**config.mk**
```make
export PLATFORM = sky130hd
export DESIGN_NAME = uart_rx_buffered
export DESIGN_NICKNAME = d
export VERILOG_FILES = /design/src/rtl/uart_pkg.sv /design/src/rtl/uart_rx_fifo.sv /design/src/rtl/uart_rx_buffered.sv
export SDC_FILE = /design/constraint.sdc
export NUM_CORES = 1
export LEC_CHECK = 0
export CAP_MARGIN = 20
export CORE_MARGIN = 2
export CORE_UTILIZATION = 55
export CTS_BUF_LIST = sky130_fd_sc_hd__clkbuf_8
export DETAILED_ROUTE_END_ITERATION = 10
export HOLD_SLACK_MARGIN = 0.12
export PLACE_DENSITY = 0.74
export SYNTH_ARGS = -nofsm -noshare
export SYNTH_HDL_FRONTEND = slang
export SYNTH_HIERARCHICAL = 1
export SYNTH_SLANG_ARGS = --single-unit
```
**constraint.sdc**
```tcl
create_clock -name clk -period 7.8 [get_ports clk]
set_clock_uncertainty 0.15 [all_clocks]
set_input_delay 1.56 -clock clk [delete_from_list [all_inputs] [get_ports clk]]
set_output_delay 1.56 -clock clk [all_outputs]
set_load 0.03 [all_outputs]
```
**src/rtl/uart_pkg.sv**
```systemverilog
// uart_pkg: receiver/transmitter shared state encoding, default bit timing and helpers
package uart_pkg;
  localparam int CPB_DEFAULT = 26;
  typedef enum logic [2:0] {
    IDLE,
    START,
    DATA,
    STOP,
    WAIT_IDLE
  } uart_state_t;
  function automatic logic [7:0] sat_inc(input logic [7:0] v);
    return (v == 8'hFF) ? v : v + 8'd1;
  endfunction
endpackage

```
**src/rtl/uart_rx_fifo.sv**
```systemverilog
// uart_rx_fifo: small byte FIFO; pushes into a full FIFO are dropped unless a pop frees a slot that cycle
module uart_rx_fifo #(
  parameter int DEPTH = 4
) (
  input  logic       clk,
  input  logic       rst,
  input  logic       push,
  input  logic [7:0] din,
  input  logic       pop,
  output logic [7:0] dout,
  output logic       empty,
  output logic       full
);
  localparam int AW = $clog2(DEPTH);
  logic [7:0] mem [DEPTH];
  logic [AW-1:0] wp, rp;
  logic [AW:0] cnt;
  logic do_push, do_pop;
  assign do_pop = pop && !empty;
  assign do_push = push && (!full || do_pop);
  assign empty = cnt == '0;
  assign full = cnt == (AW + 1)'(DEPTH);
  assign dout = mem[rp];
  // storage, pointers and occupancy; memory is cleared so the head reads zero after reset
  always_ff @(posedge clk) begin
    if (rst) begin
      wp <= '0;
      rp <= '0;
      cnt <= '0;
      for (int i = 0; i < DEPTH; i++) mem[i] <= '0;
    end else begin
      if (do_push) mem[wp] <= din;
      wp <= do_push ? wp + AW'(1) : wp;
      rp <= do_pop ? rp + AW'(1) : rp;
      cnt <= cnt + (AW + 1)'(do_push) - (AW + 1)'(do_pop);
    end
  end
endmodule

```
**src/rtl/uart_rx_buffered.sv**
```systemverilog
// uart_rx_buffered: 8N1 UART receiver with input synchronizer, error pulses and receive FIFO
module uart_rx_buffered
  import uart_pkg::*;
#(
  parameter int CPB        = CPB_DEFAULT,
  parameter int FIFO_DEPTH = 4
) (
  input  logic       clk,
  input  logic       rst,
  input  logic       rx_in,
  output logic [7:0] rx_data,
  output logic       rx_valid,
  input  logic       rx_ready,
  output logic       frame_err,
  output logic       overrun,
  output logic       busy
);
  localparam logic [7:0] HALF = 8'(CPB / 2 - 1);
  localparam logic [7:0] FULL = 8'(CPB - 1);
  uart_state_t state, state_n;
  logic [1:0] sync;
  logic rxs;
  logic [7:0] cnt, cnt_n, sh, sh_n;
  logic [2:0] bit_idx, bit_n;
  logic push, ferr, empty, full, pop;
  assign rxs = sync[1];
  assign rx_valid = !empty;
  assign pop = rx_valid && rx_ready;
  assign busy = state != IDLE;
  // synchronizer, FSM registers and registered error pulses
  always_ff @(posedge clk) begin
    if (rst) begin
      sync <= 2'b11;
      state <= IDLE;
      cnt <= '0;
      bit_idx <= '0;
      sh <= '0;
      frame_err <= 1'b0;
      overrun <= 1'b0;
    end else begin
      sync <= {sync[0], rx_in};
      state <= state_n;
      cnt <= cnt_n;
      bit_idx <= bit_n;
      sh <= sh_n;
      frame_err <= ferr;
      overrun <= push && full && !pop;
    end
  end
  // next state: half-bit wait to centre on the start bit, then one sample per bit time
  always_comb begin
    state_n = state;
    cnt_n = sat_inc(cnt);
    bit_n = bit_idx;
    sh_n = sh;
    push = 1'b0;
    ferr = 1'b0;
    case (state)
      IDLE: if (!rxs) begin
        state_n = START;
        cnt_n = '0;
        bit_n = '0;
      end
      START: if (cnt == HALF) begin
        state_n = rxs ? IDLE : DATA;
        cnt_n = '0;
      end
      DATA: if (cnt == FULL) begin
        sh_n = {rxs, sh[7:1]};
        bit_n = bit_idx + 3'd1;
        cnt_n = '0;
        state_n = (bit_idx == 3'd7) ? STOP : DATA;
      end
      STOP: if (cnt == FULL) begin
        push = rxs;
        ferr = !rxs;
        cnt_n = '0;
        state_n = rxs ? IDLE : WAIT_IDLE;
      end
      WAIT_IDLE: if (rxs) begin
        state_n = IDLE;
        cnt_n = '0;
      end
      default: state_n = IDLE;
    endcase
  end
  uart_rx_fifo #(.DEPTH(FIFO_DEPTH)) u_fifo (
    .clk  (clk),
    .rst  (rst),
    .push (push),
    .din  (sh),
    .pop  (pop),
    .dout (rx_data),
    .empty(empty),
    .full (full)
  );
endmodule

```
==> metrics.csv <==
metric;value;unit
non-filler instance count after layout;351;
GRT overflow;0;
All-Layer GR Usage;18.7;%
Ant. Diodes;0;
synthesized flop and latch total;67;
clock network power share;39.1;%
Routed wire per std cell;14.7;microns
crit path max fanout;8;
CTS tree;built;
Root Driver;clkbuf_8;
P_int;0.536;mW
CTS Buffer Depth;2;
Reg power frac;55.2;%
Pwr per Cell Area;197;nW/um^2
number of enable flip-flop cells after synthesis;32;
Synth Area per Inst;12.1;sq um
Hold Path Class;register to register;
Placed Area;3330;sq um
Slew Limit Fails;0;
largest net degree at the start of global routing;37;
later-pin clock latency in the skew report;0.33;ns
CP Cell Sequence;mux4_2 > clkdlybuf4s50_1;
Initial Util;57.0;%
global-route wire length before repair;9.01;mm
M2 GR Usage;28.0;%
main combinational cell family by area after synthesis;simple AND/OR/NAND/NOR gates;
Fmax;257;MHz
multiplexer share of the synthesized area;9.90;%
hold_buf cts;0;
XOR/XNOR Fraction of Synth Area;1.94;%
Die W;79.8;microns
Post-Synthesis Cells;261;
Placed Cells;335;
clock sinks;67;
worst-margin pin slew;0.990;ns
Logic pwr share;5.7;%
Distinct cells, synth;59;
hold slack;0.261;ns
Resized cells post-CTS;0;
Final Hold Viols;0;
synth warn;6;
share of the yosys chip area belonging to registers;52.6;%
GRT busiest layer;met2;
delay-heaviest family, CP;flip-flops;
IO Count;16;
worst rel slew slack;33.4;%
Synth top cells by count;35 x and2_1, 35 x dfxtp_1, 32 x edfxtp_1, 21 x nor2_1, 11 x mux2i_1;
fin crit share;49.9;%
area of the core;5540;sq um
Max Cap Violations;0;
share of layout cells above drive strength 1;16.5;%
CP Capture Type;output port;
synthesized area;3160;sq um
share of the synthesized area in the top cell type;30.4;%
drc violations;0;
syn nets;272;
RSZ-0062 raised after global routing;no;
crit path time final;3.89;ns
DR pass1 iterations;4;
die footprint;6370;sq um
# H-tree levels;3;
critical path data arrival time;2.18;ns
CTS buffer count;9;
Max stage delay on crit path;0.68;ns
Setup TNS;0;ns
remaining antenna violation count;0;
GRT met1 Usage;26.3;%
postcts setup bufs;0;
Area Overhead vs Synth;11.4;%
drt first-iter violations;141;
Peak VDD IR;0.144;mV
static leakage;1.35;nW
nets@finish;285;
antenna violations before repair;0;
Via density;5.44;
post-synthesis simple-gate area fraction;22.5;%
P_sw;0.157;mW
worst path required time;6.09;ns
CP bufs+invs;1;
outcome;finished clean;
Primary FF master, synth;dfxtp_1;
Port Buf Inserts;15;
row count;27;
CP Class;register to output port;
WL final;5.17;mm
crit start category;register;
vias in the first global route;1860;
dpl hpwl;3.53;mm
post-layout instance area;3520;sq um
slowest stage cell, crit path;dfxtp_1;
routability cong.;0.737;
sw frac;22.7;%
Setup-failing EPs final;0;
Clock Pin Slew Worst Setup and Hold Paths;0.07;ns
Die Span Y;79.8;microns
M3 GR Usage;3.73;%
dominant cells by area after synthesis;edfxtp_1 30%, dfxtp_1 22%, and2_1 6.9%;
area leader, netlist;edfxtp_1;
Final Total Pwr;0.694;mW
complex-gate fraction of the synthesized area;6.93;%
Async SR Flop Fraction;0;%
Post-Synth Adder-Cell Area;3.01;%
Vias;1911;
flip-flops by register name, summed over array words and instances, names as in the netlist, 3 cells and up, named ones only:
register    cells
sh              8
u_fifo/cnt      3
cnt             8
state           3
u_fifo/mem     32
bit_idx         3
final cells by class:
cell class | instances | area, sq um
Tap cell | 72 | 90.1
Fill cell | 455 | 2020
Sequential cell | 67 | 1660
Multi-Input combinational cell | 173 | 1400
Clock buffer | 9 | 124
Clock inverter | 7 | 61.3
Inverter | 7 | 26.3
Timing Repair Buffer | 16 | 158
power by group through the flow:
| stage | clock network [mW] | registers [mW] | logic, mW |
|---|---|---|---|
| 6_report | 0.271 | 0.383 | 0.0396 |
| 5_1_grt | 0.292 | 0.383 | 0.0447 |
| 4_1_cts | 0.278 | 0.382 | 0.0400 |
| 3_5_place_dp | 0 | 0.390 | 0.0398 |
| 3_3_place_gp | 0 | 0.390 | 0.0390 |
| 2_1_floorplan | 0 | 0.388 | 0.0302 |
logic make-up (layout without fill, tap and decap cells):
group                    Yosys count  after routing
AND/OR/NAND/NOR                  113            113
flip-flops                        67             67
AO/OA/AOI/OAI                     25             25
multiplexers                      21             21
buffers and inverters             21             39
adder cells (fa/ha/maj)            7              7
XOR/XNOR                           7              7
path summary, 6_finish.rpt:
path,from,cells after the start,slack [ns],endpoint
worst min-delay path,sync[0]$_SDFF_PP1_,1,0.26,sync[1]$_SDFF_PP1_
worst min register to register,sync[0]$_SDFF_PP1_,1,0.26,sync[1]$_SDFF_PP1_
worst max register to register,cnt[0]$_SDFF_PP0_,11,4.76,u_fifo/cnt[2]$_SDFF_PP0_
worst max-delay path,register,2,3.91,rx_data[3]
routing by layer:
layer  share of wire, %  routed length [microns]
met4                1.5                       80
met1                 49                     2540
met5                  0                        0
met2                 47                     2410
met3                2.8                      144
per-stage QoR:
step           setup WS, ns  utilization, %
2_1_floorplan          4.17               -
3_3_place_gp           3.66            60.2
3_5_place_dp           3.58            60.2
4_1_cts                3.87            63.5
5_1_grt                3.77            63.5
6_report               3.91            63.5
cell usage in the layout (no fill, tap or decap), drive strengths merged, types with 8 or more instances in the layout:
cell / netlist / routed
nand2: 10 / 10
clkbuf: 7 / 9
nor2: 22 / 22
clkdlybuf4s50: 0 / 15
nor3b: 9 / 9
and2: 35 / 35
edfxtp: 32 / 32
inv: 7 / 9
dfxtp: 35 / 35
mux2i: 11 / 11
mux4: 8 / 8
(Power assumes the default switching activity.)
